**config.mk**
```make
export PLATFORM = sky130hd
export DESIGN_NAME = alu_scheduler_flat
export DESIGN_NICKNAME = d
export VERILOG_FILES = /design/src/rtl/alu_scheduler_if.sv /design/src/rtl/alu_scheduler.sv /design/src/flat_wrapper.sv
export SDC_FILE = /design/constraint.sdc
export NUM_CORES = 1
export LEC_CHECK = 0
export CORE_MARGIN = 5
export CORE_UTILIZATION = 35
export DETAILED_ROUTE_END_ITERATION = 8
export DONT_BUFFER_PORTS = 1
export PLACE_DENSITY = 0.6
export SETUP_SLACK_MARGIN = 0.1
export SLEW_MARGIN = 40
export SYNTH_ARGS = -nofsm -noshare
export SYNTH_HDL_FRONTEND = slang
export SYNTH_SLANG_ARGS = --single-unit
export TNS_END_PERCENT = 1
```
**constraint.sdc**
```tcl
create_clock -name clk -period 3.1 [get_ports clk]
set_clock_uncertainty 0.15 [all_clocks]
set_input_delay 0.775 -clock clk [delete_from_list [all_inputs] [get_ports clk]]
set_output_delay 0.775 -clock clk [all_outputs]
set_load 0.01 [all_outputs]
```
**src/rtl/alu_scheduler_if.sv**
```systemverilog
// alu_scheduler_if: requester/response bundle for alu_scheduler.
// Ports: req_valid/req_ready/req_a/req_b/req_op and rsp_valid/rsp_ready/rsp_id/rsp_data/rsp_err.
interface alu_scheduler_if #(
    parameter int WIDTH = 16,
    parameter int NREQ  = 4
);
    localparam int IDW = (NREQ > 1) ? $clog2(NREQ) : 1;

    logic [NREQ-1:0]       req_valid;
    logic [NREQ-1:0]       req_ready;
    logic [NREQ*WIDTH-1:0] req_a;
    logic [NREQ*WIDTH-1:0] req_b;
    logic [NREQ*4-1:0]     req_op;
    logic                  rsp_valid;
    logic                  rsp_ready;
    logic [IDW-1:0]        rsp_id;
    logic [WIDTH-1:0]      rsp_data;
    logic                  rsp_err;

    modport master (
        output req_valid, req_a, req_b, req_op, rsp_ready,
        input  req_ready, rsp_valid, rsp_id, rsp_data, rsp_err
    );

    modport slave (
        input  req_valid, req_a, req_b, req_op, rsp_ready,
        output req_ready, rsp_valid, rsp_id, rsp_data, rsp_err
    );
endinterface

```
**src/rtl/alu_scheduler.sv**
```systemverilog
// alu_scheduler: round-robin arbiter feeding one shared, registered ALU.
// Ports: clk, rst_n, bus (requests/response), alu_a/b/op/en, alu_result, busy, op_count.
module alu_scheduler #(
    parameter int WIDTH = 16,
    parameter int NREQ  = 4,
    parameter int CW    = 16
) (
    input  logic             clk,
    input  logic             rst_n,
    alu_scheduler_if.slave   bus,
    output logic [WIDTH-1:0] alu_a,
    output logic [WIDTH-1:0] alu_b,
    output logic [3:0]       alu_op,
    output logic             alu_en,
    input  logic [WIDTH-1:0] alu_result,
    output logic             busy,
    output logic [CW-1:0]    op_count
);
    localparam int IDW = (NREQ > 1) ? $clog2(NREQ) : 1;

    localparam logic [1:0] IDLE = 2'd0;
    localparam logic [1:0] EXEC = 2'd1;
    localparam logic [1:0] RESP = 2'd2;

    logic [1:0]       state;
    logic [IDW-1:0]   rr_ptr;
    logic [WIDTH-1:0] lat_a;
    logic [WIDTH-1:0] lat_b;
    logic [3:0]       lat_op;
    logic [IDW-1:0]   lat_id;
    logic             lat_err;
    logic             fresh;
    logic [WIDTH-1:0] data_q;

    logic             gnt_found;
    logic [IDW-1:0]   gnt_id;
    logic [IDW:0]     sum;
    logic [3:0]       gnt_op;
    logic [IDW-1:0]   gnt_next;

    // Search starts at rr_ptr and wraps; first valid wins.
    always_comb begin
        gnt_found = 1'b0;
        gnt_id    = '0;
        sum       = '0;
        for (int k = 0; k < NREQ; k++) begin
            sum = {1'b0, rr_ptr} + (IDW+1)'(k);
            if (sum >= (IDW+1)'(NREQ)) begin
                sum = sum - (IDW+1)'(NREQ);
            end
            if (!gnt_found && bus.req_valid[sum[IDW-1:0]]) begin
                gnt_found = 1'b1;
                gnt_id    = sum[IDW-1:0];
            end
        end
    end

    assign gnt_op   = bus.req_op[gnt_id*4 +: 4];
    assign gnt_next = (gnt_id == IDW'(NREQ-1)) ? '0
                    : gnt_id + IDW'(1);

    // Gated by rst_n so no accept strobe leaks out during reset.
    always_comb begin
        bus.req_ready = '0;
        if (rst_n && state == IDLE && gnt_found) begin
            bus.req_ready[gnt_id] = 1'b1;
        end
    end

    always_ff @(posedge clk or negedge rst_n) begin
        if (!rst_n) begin
            state    <= IDLE;
            rr_ptr   <= '0;
            lat_a    <= '0;
            lat_b    <= '0;
            lat_op   <= '0;
            lat_id   <= '0;
            lat_err  <= 1'b0;
            fresh    <= 1'b0;
            data_q   <= '0;
            op_count <= '0;
        end else begin
            case (state)
                IDLE: begin
                    fresh <= 1'b0;
                    if (gnt_found) begin
                        lat_a  <= bus.req_a[gnt_id*WIDTH +: WIDTH];
                        lat_b  <= bus.req_b[gnt_id*WIDTH +: WIDTH];
                        lat_op <= gnt_op;
                        lat_id <= gnt_id;
                        rr_ptr <= gnt_next;
                        if (gnt_op >= 4'd12) begin
                            lat_err <= 1'b1;
                            state   <= RESP;
                        end else begin
                            lat_err <= 1'b0;
                            state   <= EXEC;
                        end
                    end
                end
                EXEC: begin
                    fresh <= 1'b1;
                    state <= RESP;
                end
                RESP: begin
                    // Hold the result locally so rsp_data stays
                    // stable however long the consumer stalls.
                    fresh <= 1'b0;
                    if (fresh) begin
                        data_q <= alu_result;
                    end
                    if (bus.rsp_ready) begin
                        state <= IDLE;
                        if (!lat_err) begin
                            op_count <= op_count + CW'(1);
                        end
                    end
                end
                default: state <= IDLE;
            endcase
        end
    end

    assign busy   = (state != IDLE);
    assign alu_en = (state == EXEC);
    assign alu_a  = alu_en ? lat_a  : '0;
    assign alu_b  = alu_en ? lat_b  : '0;
    assign alu_op = alu_en ? lat_op : '0;

    assign bus.rsp_valid = (state == RESP);
    assign bus.rsp_id    = bus.rsp_valid ? lat_id : '0;
    assign bus.rsp_err   = bus.rsp_valid & lat_err;
    assign bus.rsp_data  = (bus.rsp_valid && !lat_err)
                         ? (fresh ? alu_result : data_q)
                         : '0;
endmodule

```
**src/flat_wrapper.sv**
```systemverilog
// flat-port wrapper written by rule: the top's interface ports become plain ports
module alu_scheduler_flat 
#(
    parameter int WIDTH = 16,
    parameter int NREQ  = 4,
    parameter int CW    = 16
)
  (clk, rst_n, alu_a, alu_b, alu_op, alu_en, alu_result, busy, op_count, bus_req_valid, bus_req_a, bus_req_b, bus_req_op, bus_rsp_ready, bus_req_ready, bus_rsp_valid, bus_rsp_id, bus_rsp_data, bus_rsp_err);
  alu_scheduler_if #(.WIDTH(WIDTH), .NREQ(NREQ)) bus_i ();
  input  logic clk;
  input  logic rst_n;
  output logic [WIDTH-1:0] alu_a;
  output logic [WIDTH-1:0] alu_b;
  output logic [3:0] alu_op;
  output logic alu_en;
  input  logic [WIDTH-1:0] alu_result;
  output logic busy;
  output logic [CW-1:0] op_count;
  input wire logic [$bits(bus_i.req_valid)-1:0] bus_req_valid;
  input wire logic [$bits(bus_i.req_a)-1:0] bus_req_a;
  input wire logic [$bits(bus_i.req_b)-1:0] bus_req_b;
  input wire logic [$bits(bus_i.req_op)-1:0] bus_req_op;
  input wire logic [$bits(bus_i.rsp_ready)-1:0] bus_rsp_ready;
  output wire logic [$bits(bus_i.req_ready)-1:0] bus_req_ready;
  output wire logic [$bits(bus_i.rsp_valid)-1:0] bus_rsp_valid;
  output wire logic [$bits(bus_i.rsp_id)-1:0] bus_rsp_id;
  output wire logic [$bits(bus_i.rsp_data)-1:0] bus_rsp_data;
  output wire logic [$bits(bus_i.rsp_err)-1:0] bus_rsp_err;
  assign bus_i.req_valid = bus_req_valid;
  assign bus_i.req_a = bus_req_a;
  assign bus_i.req_b = bus_req_b;
  assign bus_i.req_op = bus_req_op;
  assign bus_i.rsp_ready = bus_rsp_ready;
  assign bus_req_ready = bus_i.req_ready;
  assign bus_rsp_valid = bus_i.rsp_valid;
  assign bus_rsp_id = bus_i.rsp_id;
  assign bus_rsp_data = bus_i.rsp_data;
  assign bus_rsp_err = bus_i.rsp_err;
  alu_scheduler #(.WIDTH(WIDTH), .NREQ(NREQ), .CW(CW)) u_core (.clk(clk), .rst_n(rst_n), .bus(bus_i), .alu_a(alu_a), .alu_b(alu_b), .alu_op(alu_op), .alu_en(alu_en), .alu_result(alu_result), .busy(busy), .op_count(op_count));
endmodule
```
### Word level (Yosys, flattened, before mapping)

Index checks and enable logic that the tools add are counted.

* reductions and logical operators: 18
* order comparisons: 11
* $add $sub $neg: 9
* mux-type cells: 36
* bitwise logic cells: 2
* eq/ne operators: 5
* shift operators: 3
* divide/modulo/power cells: 0
* multipliers: 0

Operator list (count)
* $shiftx 64x7->16: 2
* $mux 16: 4
* $mux 2: 13
* $add 16x1->16 const B: 1
* $shiftx 16x5->4: 1
* $lt 2x3->1 const B: 5
* $mux 1: 10
* $ge 3x3->1 const B: 3
* $bmux 1 s2: 4
* $mux 4: 2
* $sub 2x1->2 const B: 4
* $logic_and 1x1->1: 7
* $add 2x2->3 const B: 2
* $pmux 2 s3: 1
* $eq 2x2->1 const B: 2
* $ge 4x4->1 const B: 1
* $logic_not 1->1: 4
* $reduce_and 2->1: 2
* $reduce_bool 2->1: 2
* $add 2x1->3 const B: 1
* $ge 2x3->1 const B: 1
* $reduce_and 3->1: 1
* $add 2x1->2 const B: 1
* $demux 1 s2: 1
* 9 further kinds: 9

* bits in read-only memories: 0
* bits in registers: 76
* RAM bits: 0
* latch bits: 0
* bits of input ports: 167
* logic and storage cells: 94
* output and inout bits: 78
* memories: 0

### Longest topological paths before layout

* depth after elaboration: 19
* mapped depth: 8
* mapped depth without buffers: 7

### Worst setup path before layout

Ideal clock, no wire load.

* kind: in2out
* start: input port bus_req_valid[1]
* end: output port bus_req_ready[0]
* path buffers: 1
* stages: 7
* slack: 0.142 ns
* arrival: 2.033 ns
* required time: 2.175 ns
* path through: nand2b_1 o211a_4 nor2_8 buf_12 inv_1 ha_1 and3_1

* longest elaborated chain between the ends: 17
* elaborated cells on any way between the ends: 29
* classes of those cells: order compare (2); mux (19); reduce/logical (8)

Ends and longest elaborated chain
* start, declared: RTL line flat_wrapper.sv:19 `input wire logic [$bits(bus_i.req_valid)-1:0] bus_req_valid;`
* $bmux 1 s2: RTL line alu_scheduler.sv:51 `if (!gnt_found && bus.req_valid[sum[IDW-1:0]]) begin`
* $mux 1 (not written as such): RTL line alu_scheduler.sv:51
* $mux 1: RTL line alu_scheduler.sv:51
* $logic_not 1->1: RTL line alu_scheduler.sv:51
* $logic_and 1x1->1: RTL line alu_scheduler.sv:51
* $mux 1: RTL line alu_scheduler.sv:51
* $logic_not 1->1: RTL line alu_scheduler.sv:51
* $logic_and 1x1->1: RTL line alu_scheduler.sv:51
* [... 2 more ...]
* $logic_and 1x1->1: RTL line alu_scheduler.sv:51
* $mux 2 *: RTL line alu_scheduler.sv:51
* net u_core.gnt_id[1]: RTL line alu_scheduler.sv:36 `logic [IDW-1:0] gnt_id;`
* $lt 2x3->1 (not written as such) / $ge 2x1->1 (equally long branches): RTL line alu_scheduler.sv:66 `bus.req_ready[gnt_id] = 1'b1;`
* $logic_and 1x1->1 (not written as such): RTL line alu_scheduler.sv:66
* $mux 1 (not written as such): RTL line alu_scheduler.sv:66
* $demux 1 s2 *
* $mux 4 *: RTL line alu_scheduler.sv:65 `if (rst_n && state == IDLE && gnt_found) begin`
* end, declared: RTL line flat_wrapper.sv:24 `output wire logic [$bits(bus_i.req_ready)-1:0] bus_req_ready;`

The timed path passes the listed nets; every way through them passes the cells marked *. The select of a mux whose other input is x is not followed.

### Worst setup path in the final report

* start: register u_core.state[1]
* end: output port bus_req_ready[3]

* longest elaborated chain between the ends: 4

Ends and longest elaborated chain
* start, declared: RTL line alu_scheduler.sv:25 `logic [1:0] state;`
* start signal, assigned: RTL line alu_scheduler.sv:72 `state <= IDLE;`
* start signal, assigned: RTL line alu_scheduler.sv:94 `state <= RESP;`
* start signal, assigned: RTL line alu_scheduler.sv:97 `state <= EXEC;`
* $logic_not 2->1: RTL line alu_scheduler.sv:65
* $logic_and 1x1->1 (2 in a row): RTL line alu_scheduler.sv:65
* $mux 4: RTL line alu_scheduler.sv:65

No other way between the ends.

==> impl_metrics.env <==
export IMPL_die_width_microns=129
export IMPL_grt_overflow_total=0
export IMPL_coreArea_sq_um=13900
export IMPL_synthArstFlopShare=1.00
export IMPL_port_buffers=0
export IMPL_dp_cells=633
export IMPL_crit_chain="or2_1 > nor2_1 > and3_1"
export IMPL_antenna_found_initial=2
export IMPL_critPathLaunchType="flip-flop"
export IMPL_drive_above_1_share=0.230
export IMPL_end_kind="output port"
export IMPL_die_y_microns=129
export IMPL_synthesis_area_sq_um=4970
export IMPL_syn_nets=646
export IMPL_hpwl_microns=9430
export IMPL_avgSynthCellArea_sq_um=10.5
export IMPL_synth_edf_count=0
export IMPL_dr_pass1_iters=5
export IMPL_grt_usage=0.145
export IMPL_max_cap_violations=0
export IMPL_gp_congestion=0.771
export IMPL_clk_pin_slew_ps=60
export IMPL_regArea_sq_um=1900
export IMPL_tritoncts="built"
export IMPL_crit_arrival_ps=1890
export IMPL_stdcell_count=650
export IMPL_rsz0062_at_grt="false"
export IMPL_max_stage_delay_ps=470
export IMPL_ant_nets=0
export IMPL_yosys_warnings=0
export IMPL_start_util=0.358
export IMPL_path_buf_inv=0
export IMPL_cts_sinks=76
export IMPL_status="complete, no violations"
export IMPL_synth_top_cell_area_share=0.383
export IMPL_grt_max_degree=77
export IMPL_first_global_vias=3670
export IMPL_report_power_total_uw=5220
export IMPL_syn_to_final_growth_pct=7.96
export IMPL_worstMarginPinSlew_ps=644
export IMPL_die_area_sq_um=16700
export IMPL_boundaryPins=245
export IMPL_post_drt_wl_per_cell_microns=19.0
export IMPL_crit_family="simple AND/OR/NAND/NOR gates"
export IMPL_avgViaCountPerCell=5.27
export IMPL_drc=0
export IMPL_synth_cell_types=47
export IMPL_syn_inst=474
export IMPL_crit_fanout=8
export IMPL_finalSetupViolations=0
export IMPL_cts_max_level=3
export IMPL_insertion_delay_ps=340
export IMPL_max_freq_mhz=355
export IMPL_grt_pass1_wl_microns=19000
export IMPL_ctsLongestPathBuffers=2
export IMPL_worst_setup_path_type="flip-flop to output port"
export IMPL_hold_viol=0
export IMPL_cts_buffers_inserted=9
export IMPL_utilization=0.386
export IMPL_drtIter0Drc=96
export IMPL_cp_slowest_cell="nor2_1"
export IMPL_diodes=0
export IMPL_ys_seq_elements=76
export IMPL_hold_class="input port to asynchronous set/reset pin"
export IMPL_synth_top_area_cell="dfrtp_1"
export IMPL_multiInputGateArea_sq_um=2820
export IMPL_final_max_slew_violation_count=0
export IMPL_ys_top_cells_by_count="mux2i_1 (85), dfrtp_1 (76), nand2_1 (52)"
export IMPL_ys_flop_type="dfrtp_1"
export IMPL_yosysMostFrequentCell="mux2i_1"
export IMPL_fill_cells=1392
export IMPL_nets=637
export IMPL_rows=43
export IMPL_maxSlewHeadroom=0.570
export IMPL_cts_root_buf="clkbuf_16"
export IMPL_ys_seq_area_frac=0.383
export IMPL_critPathRequiredTime_ps=2170
export IMPL_period_share=0.908
export IMPL_ir_drop_mv=0.328
export IMPL_power_density_nw_per_um2=973
export IMPL_fin_tns_setup_ps=0
export IMPL_vias=3427
export IMPL_post_route_min_period_ps=2820
export IMPL_p_leak_uw=0.00238
export IMPL_synth_top_cells_by_area="dfrtp_1 (38%), mux2i_1 (17%), mux2_2 (11%)"
export IMPL_wl_microns=12400
cell usage in the layout (no fill, tap or decap), types with 2 or more instances in the layout:
cell,n
nor2_4,2
nand2b_1,3
nand3_2,2
ha_1,5
buf_4,7
nand2_1,52
nand4_1,2
o21ai_1,17
xnor2_1,11
nor2b_1,2
nand3_1,10
o21ai_2,20
and2_1,40
clkbuf_16,9
mux2_2,50
or2_4,2
xor2_1,4
clkinv_2,2
dfrtp_1,76
a21oi_1,3
clkinv_4,2
mux2i_1,85
o21ai_0,4
nor2_1,21
inv_1,5
and3_1,9
worst register-to-register path: stages, from the launching register on:
cell and delay (ps):
dfrtp_1 440, and2_4 200, o211a_4 280, nor2_8 150
buf_12 400, mux2_4 360, o2111ai_1 260, and2_1 180
worst paths after layout:
path,from,end,slack [ps],cells past startpoint
max reg2reg,u_core.rr_ptr[1],u_core.state[0],630,7
max,u_core.state[1],bus_req_ready[3],280,3
min,rst_n,u_core.op_count[6],180,1
max in group asynchronous,rst_n,u_core.lat_b[9],2310,1
min in group clk,u_core.lat_op[2],u_core.lat_op[2],320,2
min reg2reg,u_core.lat_op[2],u_core.lat_op[2],320,2
area by class of cell:
cell class | instances | share of cell area
clock buffers | 10 | 0.0427
repair buffers | 9 | 0.0187
well taps | 180 | 0.0420
multi-input cells | 364 | 0.526
clock inverters | 6 | 0.0121
inverters | 5 | 0.00350
flip-flops and latches | 76 | 0.355
power by group:
part	total, uW	internal (uW)	switching (uW)
registers	1690	1430	265
logic	2480	1100	1380
clock network	1050	623	423
cells by family (layout without fill, tap and decap cells):
group                    count (synthesis)  count (layout)  synth area share
AND/OR/NAND/NOR                        155             155             0.163
multiplexers                           136             136             0.288
flip-flops                              76              76             0.383
AO/OA/AOI/OAI                           53              53            0.0761
buffers and inverters                   34              30            0.0514
XOR/XNOR                                15              15            0.0264
adder cells (fa/ha/maj)                  5               5            0.0126
flip-flops by register name, indices dropped and copies added (netlist names):
register / cells
u_core.lat_b: 16
u_core.fresh: 1
u_core.rr_ptr: 2
u_core.lat_err: 1
u_core.lat_op: 4
u_core.state: 2
u_core.lat_id: 2
u_core.op_count: 16
u_core.lat_a: 16
u_core.data_q: 16
per-stage QoR:
stage	cell area, sq um	worst slack, ps	hold slack [ps]
after floorplan	4970	142	288
after global placement	5040	370	303
after detailed placement	5040	322	306
after CTS	5360	258	182
after global routing	5360	147	185
final	5360	284	182
per-layer routing:
metal / track usage / share of wire / vias up
li1: - / - / 1633
met1: 0.164 / 0.38 / 1603
met2: 0.246 / 0.50 / 166
met3: 0.0573 / 0.099 / 21
met4: 0.0593 / 0.020 / 4
met5: 0 / 0.0021 / -
timing repair:
item	in CTS	in global routing
hold buffers	1	0
endpoints found under the hold margin	76	0
buffers inserted	0	0
resized for setup	0	0
Note: power is estimated with default switching activity, not from simulation.
